### src/rtl/proc_io_pkg.sv
// proc_io_pkg: shared widths, port-index constants and pointer-width helper for the output collector
package proc_io_pkg;
    localparam int NB_DEF         = 32;
    localparam int NOUT_DEF       = 7;
    localparam int DEPTH_DEF      = 4;
    localparam int IN_PORT        = 0;
    localparam int FIRST_OUT_PORT = 1;
    function automatic int ptr_w(input int depth);
        return (depth > 1) ? $clog2(depth) : 1;
    endfunction
endpackage

### src/rtl/out_port_fifo.sv
// out_port_fifo: single first-word-fall-through FIFO for one processor output port
//   clk, rst      clock, synchronous active-high reset
//   push_i/data_i write request and word
//   pop_i         consume head (ignored while empty)
//   full_o/empty_o occupancy flags
//   head_o        head word, 0 while empty
module out_port_fifo
    import proc_io_pkg::*;
#(
    parameter int NB    = NB_DEF,
    parameter int DEPTH = DEPTH_DEF
) (
    input  logic          clk,
    input  logic          rst,
    input  logic          push_i,
    input  logic [NB-1:0] data_i,
    input  logic          pop_i,
    output logic          full_o,
    output logic          empty_o,
    output logic [NB-1:0] head_o
);
    localparam int PW = ptr_w(DEPTH);
    localparam int CW = PW + 1;
    logic [NB-1:0] mem_q [DEPTH];
    logic [PW-1:0] wptr_q, wptr_d, rptr_q, rptr_d;
    logic [CW-1:0] cnt_q, cnt_d;
    logic          push_ok, pop_ok;
    assign empty_o = (cnt_q == '0);
    assign full_o  = (cnt_q == CW'(DEPTH));
    assign head_o  = empty_o ? '0 : mem_q[rptr_q];
    // A full FIFO still takes a push when the head leaves in the same cycle.
    always_comb begin
        pop_ok  = pop_i && !empty_o;
        push_ok = push_i && (!full_o || pop_ok);
        wptr_d  = push_ok ? wptr_q + PW'(1) : wptr_q;
        rptr_d  = pop_ok ? rptr_q + PW'(1) : rptr_q;
        cnt_d   = cnt_q + CW'(push_ok) - CW'(pop_ok);
    end
    always_ff @(posedge clk) begin
        if (rst) begin
            wptr_q <= '0;
            rptr_q <= '0;
            cnt_q  <= '0;
        end else begin
            wptr_q <= wptr_d;
            rptr_q <= rptr_d;
            cnt_q  <= cnt_d;
        end
    end
    always_ff @(posedge clk) begin
        if (!rst && push_ok) mem_q[wptr_q] <= data_i;
    end
endmodule

### src/rtl/proc_out_collector.sv
// proc_out_collector: decodes the processor output strobe and buffers words per output port
//   clk, rst     clock, synchronous active-high reset
//   proc_io_out  output word;  proc_out_en  one-hot port strobe (bit 0 = input port)
//   out_data/out_valid/out_ready  per-port stream, slice p-1 = port p
//   overflow     sticky per-port drop flag;  dec_err  sticky illegal-strobe flag
//   err_clr      clears both sticky flags (a same-cycle new error wins)
module proc_out_collector
    import proc_io_pkg::*;
#(
    parameter int NB    = NB_DEF,
    parameter int NOUT  = NOUT_DEF,
    parameter int DEPTH = DEPTH_DEF
) (
    input  logic                   clk,
    input  logic                   rst,
    input  logic [NB-1:0]          proc_io_out,
    input  logic [NOUT-1:0]        proc_out_en,
    output logic [(NOUT-1)*NB-1:0] out_data,
    output logic [NOUT-2:0]        out_valid,
    input  logic [NOUT-2:0]        out_ready,
    output logic [NOUT-2:0]        overflow,
    output logic                   dec_err,
    input  logic                   err_clr
);
    logic [NOUT-2:0] push, pop, full, empty, drop, ovf_q, ovf_d;
    logic            onehot, bad, dec_q, dec_d;
    always_comb begin
        onehot = (proc_out_en & (proc_out_en - NOUT'(1))) == '0;
        bad    = (proc_out_en != '0) && (!onehot || proc_out_en[IN_PORT]);
        push   = bad ? '0 : proc_out_en[NOUT-1:FIRST_OUT_PORT];
        pop    = out_valid & out_ready;
        drop   = push & full & ~pop;
        ovf_d  = (err_clr ? '0 : ovf_q) | drop;
        dec_d  = (err_clr ? 1'b0 : dec_q) | bad;
    end
    always_ff @(posedge clk) begin
        if (rst) begin
            ovf_q <= '0;
            dec_q <= 1'b0;
        end else begin
            ovf_q <= ovf_d;
            dec_q <= dec_d;
        end
    end
    assign overflow  = ovf_q;
    assign dec_err   = dec_q;
    assign out_valid = ~empty;
    for (genvar g = 0; g < NOUT - 1; g++) begin : g_port
        out_port_fifo #(.NB(NB), .DEPTH(DEPTH)) u_fifo (
            .clk    (clk),
            .rst    (rst),
            .push_i (push[g]),
            .data_i (proc_io_out),
            .pop_i  (pop[g]),
            .full_o (full[g]),
            .empty_o(empty[g]),
            .head_o (out_data[g*NB +: NB])
        );
    end
endmodule

### config.mk
export PLATFORM = sky130hd
export DESIGN_NAME = proc_out_collector
export DESIGN_NICKNAME = d
export VERILOG_FILES = /design/src/rtl/proc_io_pkg.sv /design/src/rtl/out_port_fifo.sv /design/src/rtl/proc_out_collector.sv
export SDC_FILE = /design/constraint.sdc
export NUM_CORES = 1
export LEC_CHECK = 0
export ABC_CLOCK_PERIOD_IN_PS = 7300
export BUFFER_PORTS_ARGS = -buffer_cell sky130_fd_sc_hd__buf_4
export CORE_ASPECT_RATIO = 1.2
export CORE_UTILIZATION = 62
export CTS_BUF_LIST = sky130_fd_sc_hd__clkbuf_4 sky130_fd_sc_hd__clkbuf_8
export DETAILED_ROUTE_END_ITERATION = 8
export PLACE_DENSITY = 0.82
export SETUP_SLACK_MARGIN = 0.05
export SLEW_MARGIN = 5
export SYNTH_ARGS = -nofsm -noshare
export SYNTH_HDL_FRONTEND = slang
export SYNTH_SLANG_ARGS = --single-unit
export TNS_END_PERCENT = 1
### constraint.sdc
create_clock -name clk -period 7.3 [get_ports clk]
set_input_delay 1.095 -clock clk [delete_from_list [all_inputs] [get_ports clk]]
set_output_delay 1.095 -clock clk [all_outputs]
set_load 0.005 [all_outputs]
Word level (Yosys, flattened, before mapping). Memory sizes are Yosys's and may differ from the RTL's. A register that Yosys moved wholly into a read port is not among the register bits. Cells that the tools add are included.

Multiplexer cells: 33. Add/sub/neg operators: 25. Equal/unequal tests: 6. Reduce and logical (&&, ||, !) cells: 48. Bitwise logic cells: 8.

Operators with widths (number): $mux 32 (6); $add 2x1->2 const B (12); $mux 2 (12); $logic_and 1x1->1 (19); $add 3x1->3 (6); $and 6x6->6 (3); $eq 3x3->1 const B (6); $logic_not 3->1 (6); $sub 3x1->3 (6); $logic_not 1->1 (14); $mux 1 (13); $mux 6 (2); $not 6->6 (2); $and 7x7->7 (1); $logic_not 7->1 (1); $logic_or 1x1->1 (7); $reduce_bool 7->1 (1); $sub 7x1->7 const B (1); $or 6x6->6 (1); $or 1x1->1 (1).

Memory bits (writable): 768. Word-level logic and storage cells: 146. Input port bits: 48. Memories: 6. Output and inout bits: 205. Bits in registers: 49.

Memories: g_port[0].u_fifo.mem_q (depth 4, bits a word 32, read ports 1, clocked after Yosys merged registers in 1, write ports 1, RTL line out_port_fifo.sv:24) `logic [NB-1:0] mem_q [DEPTH];`; g_port[1].u_fifo.mem_q (depth 4, bits a word 32, read ports 1, clocked after Yosys merged registers in 1, write ports 1, RTL line out_port_fifo.sv:24); g_port[2].u_fifo.mem_q (depth 4, bits a word 32, read ports 1, clocked after Yosys merged registers in 1, write ports 1, RTL line out_port_fifo.sv:24); g_port[3].u_fifo.mem_q (depth 4, bits a word 32, read ports 1, clocked after Yosys merged registers in 1, write ports 1, RTL line out_port_fifo.sv:24); g_port[4].u_fifo.mem_q (depth 4, bits a word 32, read ports 1, clocked after Yosys merged registers in 1, write ports 1, RTL line out_port_fifo.sv:24); g_port[5].u_fifo.mem_q (depth 4, bits a word 32, read ports 1, clocked after Yosys merged registers in 1, write ports 1, RTL line out_port_fifo.sv:24).

Depth between registers and ports, before layout.
Word-level depth: 11. Depth in mapped cells: 11. Gate-level depth less buffers: 10.

Hierarchy. Synthesis repeated with hierarchy kept, for this count alone.

Cells, all modules: 1564. Area, all modules: 32341.0 µm².

Modules (own cells, without submodules): out_port_fifo (g_port[2].u_fifo ...) (area each 5315.1 µm², sequential area each 4023.9 µm², instances 3, cells each 251); out_port_fifo (g_port[0].u_fifo ...) (area each 5306.3 µm², sequential area each 4023.9 µm², instances 3, cells each 251); proc_out_collector (area each 476.7 µm², sequential area each 140.1 µm², instances 1, cells each 58).

Least setup slack after synthesis. Ideal clock, no wire load.

Path type: input to register. Start: input port proc_out_en[6]. End: memory g_port[0].u_fifo.mem_q[0][0] (netlist bit), enable pin. Path buffers: 2. Required time: 6.787 ns. Cell stages on the path: 6. Setup time: 0.513 ns. Setup slack: 1.182 ns. Data arrival time: 5.605 ns. Path through: maj3_1 > or3_1 > buf_6 > a21o_1 > buf_6 > nor4b_1.

Longest elaborated chain between the ends: 11. Elaborated cells on any way between the ends: 12. Those cells by class: add/sub: 1; mux: 3; bitwise: 1; reduce/logical: 7.

Ends and longest elaborated chain: from (decl) (RTL line proc_out_collector.sv:17) `input logic [NOUT-1:0] proc_out_en,`; $sub 7x1->7 (RTL line proc_out_collector.sv:28) `onehot = (proc_out_en & (proc_out_en - NOUT'(1))) == '0;`; $and 7x7->7 (RTL line proc_out_collector.sv:28); $logic_not 7->1 (RTL line proc_out_collector.sv:28); $logic_not 1->1 (RTL line proc_out_collector.sv:29) `bad = (proc_out_en != '0) && (!onehot || proc_out_en[IN_PORT]);`; $logic_or 1x1->1 (RTL line proc_out_collector.sv:29); $logic_and 1x1->1 (*) (RTL line proc_out_collector.sv:29); $mux 6 (*) (RTL line proc_out_collector.sv:30) `push = bad ? '0 : proc_out_en[NOUT-1:FIRST_OUT_PORT];`; $logic_and 1x1->1 (*) (RTL line out_port_fifo.sv:34) `push_ok = push_i && (!full_o || pop_ok);`; $logic_and 1x1->1 (*) (RTL line out_port_fifo.sv:51) `if (!rst && push_ok) mem_q[wptr_q] <= data_i;`; $mux 1 (*) (RTL line out_port_fifo.sv:51); $mux 1 (implied by the code) (*) (RTL line out_port_fifo.sv:51); to (decl) (RTL line out_port_fifo.sv:24).

Mark *: on every way between the ends. The rest lies on a longest branch, timed or not.

==> run_summary.xml <==
<?xml version="1.0" encoding="UTF-8"?>
<metrics>
  <group name="drt">
    <metric name="final_antenna_net_count" unit="">0</metric>
    <metric name="wl_per_cell" unit="microns">25.07</metric>
    <metric name="route.vias.total" unit="">15953</metric>
    <metric name="drtIter0Drc" unit="">1219</metric>
    <metric name="drc_viols" unit="">0</metric>
    <metric name="drt-total-wl" unit="microns">67440</metric>
    <metric name="drtPass1Iterations" unit="">5</metric>
    <metric name="vias_per_cell" unit="">5.930</metric>
  </group>
  <group name="timing">
    <metric name="clock-skew-final" unit="ps">33.41</metric>
    <metric name="relSlewSlack" unit="%">18.04</metric>
    <metric name="setup_viol_count_final" unit="">0</metric>
    <metric name="time_the_worst_path_needs_with_i_o_delays_and_setup" unit="ps">3926</metric>
    <metric name="final-hold-violation-count" unit="">0</metric>
    <metric name="final_min_period_over_clock_period" unit="%">53.79</metric>
    <metric name="tightest_slew" unit="ps">1229</metric>
    <metric name="rsz_0062_raised_after_global_routing" unit="">no</metric>
    <metric name="achievable-frequency" unit="GHz">0.2547</metric>
    <metric name="report.final.slew_viol_count" unit="">0</metric>
    <metric name="fin_setup_tns" unit="ps">0</metric>
  </group>
  <group name="placement">
    <metric name="place_congestion" unit="">0.7706</metric>
    <metric name="dpl-instance-area" unit="sq mm">0.03512</metric>
    <metric name="io_buffer_count" unit="">252</metric>
    <metric name="post-dp-hpwl" unit="microns">41730</metric>
  </group>
  <group name="yosys">
    <metric name="gate_count_after_technology_mapping" unit="">1568</metric>
    <metric name="syn-num-nets" unit="">1658</metric>
    <metric name="post_synth_instance_area" unit="sq mm">0.03226</metric>
    <metric name="ranking_of_synthesized_cells_by_area" unit="">sky130_fd_sc_hd__edfxtp_1, sky130_fd_sc_hd__mux4_2, sky130_fd_sc_hd__and2_1</metric>
    <metric name="synth-seq-cells" unit="">829</metric>
    <metric name="dominant_combinational_cell_family_by_area_after_synthesis" unit="">multiplexers</metric>
    <metric name="most_frequently_used_cell_type_in_the_post_synthesis_netlist" unit="">sky130_fd_sc_hd__edfxtp_1</metric>
    <metric name="synth-adder-area-share" unit="%">1.800</metric>
    <metric name="synthXorXnorAreaFrac" unit="%">0.6788</metric>
    <metric name="synth_commonest_cells" unit="">sky130_fd_sc_hd__edfxtp_1, sky130_fd_sc_hd__and2_1, sky130_fd_sc_hd__mux4_2</metric>
    <metric name="cell_type_with_the_highest_aggregate_area_in_the_netlist" unit="">sky130_fd_sc_hd__edfxtp_1</metric>
    <metric name="muxShareOfSynthArea" unit="%">13.73</metric>
    <metric name="yosys.area_share.simple" unit="%">6.276</metric>
    <metric name="yosys_warnings" unit="">0</metric>
    <metric name="synth_top_area_share" unit="%">71.49</metric>
    <metric name="synth_top_flop_cell" unit="">sky130_fd_sc_hd__edfxtp_1</metric>
    <metric name="async_reset_ff_share" unit="%">0</metric>
    <metric name="compound_gate_fraction_of_synth_area" unit="%">0.4965</metric>
    <metric name="synth.avg_cell_area" unit="sq um">20.57</metric>
    <metric name="yosys.cell_types.count" unit="">42</metric>
    <metric name="synth_sequential_area_ratio" unit="%">75.28</metric>
    <metric name="synth_edf_count" unit="">768</metric>
  </group>
  <group name="grt">
    <metric name="grt_use_total" unit="%">26.13</metric>
    <metric name="grt_pass1_vias" unit="">16388</metric>
    <metric name="grt_start_max_net_pins" unit="">64</metric>
    <metric name="grt_pass1_wl" unit="microns">100100</metric>
    <metric name="antenna_violations_before_repair" unit="">0</metric>
    <metric name="overflow" unit="">0</metric>
  </group>
  <group name="clocking">
    <metric name="clock_latency_at_the_later_pin_of_the_worst_skew_pair" unit="ps">710</metric>
    <metric name="ctsLongestPathBuffers" unit="">3</metric>
    <metric name="cts_root_buf" unit="">sky130_fd_sc_hd__clkbuf_8</metric>
    <metric name="cts.repair.resized" unit="">0</metric>
    <metric name="cts.sink_count" unit="">829</metric>
    <metric name="cts_made_buffers" unit="">116</metric>
    <metric name="clkSlewWorstSetupHoldPaths" unit="ps">70</metric>
    <metric name="ctsHtreeMaxLevel" unit="">3</metric>
    <metric name="cts_tree" unit="">built</metric>
    <metric name="post_cts.repair.setup_buffers" unit="">0</metric>
    <metric name="hold_buffers" unit="">0</metric>
  </group>
  <group name="pwr">
    <metric name="p_per_area" unit="mW/mm^2">328.9</metric>
    <metric name="worst_voltage_drop_across_the_vdd_grid" unit="mV">0.2507</metric>
    <metric name="leakage" unit="uW">0.01251</metric>
  </group>
  <group name="min_path">
    <metric name="hold_path_class" unit="">register to register</metric>
    <metric name="whs_endpoint" unit="">dec_err$_SDFF_PP0_</metric>
    <metric name="hold_depth" unit="">2</metric>
    <metric name="min-delay-start" unit="">dec_err$_SDFF_PP0_</metric>
  </group>
  <group name="finish">
    <metric name="fillerInstances" unit="">2846</metric>
    <metric name="layout-area-overhead-vs-synth" unit="%">15.97</metric>
    <metric name="register_area" unit="sq mm">0.02429</metric>
    <metric name="proportion_of_layout_cells_with_a_drive_suffix_above_1" unit="%">36.09</metric>
    <metric name="multiInputGateArea" unit="sq mm">0.007577</metric>
    <metric name="finalInstanceArea" unit="sq mm">0.03741</metric>
    <metric name="nNetsFinal" unit="">1986</metric>
  </group>
  <group name="die">
    <metric name="coreArea" unit="sq mm">0.05135</metric>
    <metric name="initial_utilization" unit="%">62.82</metric>
    <metric name="die-height" unit="microns">251.9</metric>
    <metric name="std_cell_rows" unit="">91</metric>
    <metric name="die-area" unit="sq mm">0.05295</metric>
    <metric name="floorplan.io_pins" unit="">253</metric>
    <metric name="die_w" unit="microns">210.2</metric>
  </group>
  <group name="setup_path">
    <metric name="setup.worst_path.class" unit="">register to output port</metric>
    <metric name="critPathMaxFanout" unit="">32</metric>
    <metric name="critPathBufInv" unit="">1</metric>
    <metric name="worst_r2r_startpoint" unit="">g_port[4].u_fifo.cnt_q[1]$_SDFF_PP0_</metric>
    <metric name="cp_slowest_cell" unit="">sky130_fd_sc_hd__dfxtp_2</metric>
    <metric name="worst-endpoint-arrival" unit="ps">2830</metric>
    <metric name="worst_path_largest_cell_delay" unit="ps">1080</metric>
    <metric name="rrSetupSlack" unit="ps">4290</metric>
    <metric name="critical_path.cell_chain" unit="">mux4_2 &gt; and2_1 &gt; buf_4</metric>
    <metric name="worst_r2r_endpoint" unit="">g_port[4].u_fifo.cnt_q[2]$_SDFF_PP0_</metric>
    <metric name="startpoint_type" unit="">register</metric>
    <metric name="timing.reg2reg.worst_path_depth" unit="">10</metric>
    <metric name="worst-endpoint-required" unit="ps">6200</metric>
    <metric name="critPathTopFamily" unit="">flip-flops</metric>
    <metric name="critPathCaptureType" unit="">output port</metric>
  </group>
  <group name="outcome">
    <metric name="outcome" unit="">finished clean</metric>
  </group>
  <group name="run">
    <metric name="timing.max_cap.violations" unit="">0</metric>
  </group>
</metrics>
## layout make-up
class / count / share of cell area, %
clock buffer: 145 / 4.850
sequential: 829 / 64.94
antenna: 1 / 0.006689
multi-input combinational: 606 / 20.25
clock inverter: 69 / 1.271
timing repair buffer: 290 / 5.820
tap: 697 / 2.331
inverter: 53 / 0.5318
## logic make-up (layout without fill, tap and decap cells)
logic type / after synthesis / after routing
AO/OA/AOI/OAI: 15 / 15
XOR/XNOR: 25 / 25
buffers and inverters: 133 / 557
adder cells (fa/ha/maj): 43 / 43
AND/OR/NAND/NOR: 321 / 321
flip-flops: 829 / 829
multiplexers: 202 / 202
other: 0 / 1
## through the flow
stage	setup WS, ps	hold slack, ps	total power (uW)	instances	util (%)
2_1_floorplan	1182	450.2	7301	1568	-
3_3_place_gp	3442	463.3	8849	2475	68.39
3_5_place_dp	3284	461.6	8932	2475	68.39
4_1_cts	3227	482.1	12410	2689	72.85
5_1_grt	3170	493.9	12800	2689	72.85
6_report	3374	483.8	12300	2690	72.85
## flip-flops by register name, indices dropped and copies added, names as in the netlist, named ones only
register	count
dec_err	1
g_port.u_fifo.rptr_q	12
g_port.u_fifo.mem_q	768
g_port.u_fifo.cnt_q	18
g_port.u_fifo.wptr_q	12
overflow	6
## power by group
group          switching [uW]  internal [uW]
sequential                113           5280
clock                    1690           1820
combinational            1630           1770
## worst min-delay path, delay by kind of cell, from the launching register on
kind | cells | cell delay (ps)
DFF | 1 | 310
and+or+nand+nor | 1 | 60
AOI/OAI and AO/OA | 1 | 60
## cells in the final DEF, fill, tap and decap left out, drive strengths merged, types with 15 or more instances in the layout
cell type    n
inv         54
clkinv      53
xnor2       15
ha          36
nor4        15
edfxtp     768
buf        290
nor2        43
mux4       192
dfxtp       61
clkbuf     145
and2       203
## how the worst max path moves through the flow
stage                     cells past startpoint  slack [ps]                                       to           start
after floorplan                               6        1180   g_port[0].u_fifo.mem_q[0][0]$_DFFE_PP_  proc_out_en[6]
final                                         3        3370                            out_data[134]        register
after detailed placement                      6        3280  g_port[3].u_fifo.mem_q[0][16]$_DFFE_PP_  proc_out_en[6]
after global routing                          3        3170                            out_data[130]        register
after CTS                                     3        3230                            out_data[139]        register
after global placement                        6        3440  g_port[3].u_fifo.mem_q[1][16]$_DFFE_PP_  proc_out_en[6]
## layer usage
layer | routed length (microns) | GRT usage (%) | part of all wire, %
met3 | 4715 | 4.307 | 7.0
met1 | 25860 | 35.10 | 38
met4 | 2716 | 12.14 | 4.0
met2 | 34150 | 42.55 | 51
met5 | 0 | 0 | 0
(Power assumes the default switching activity.)
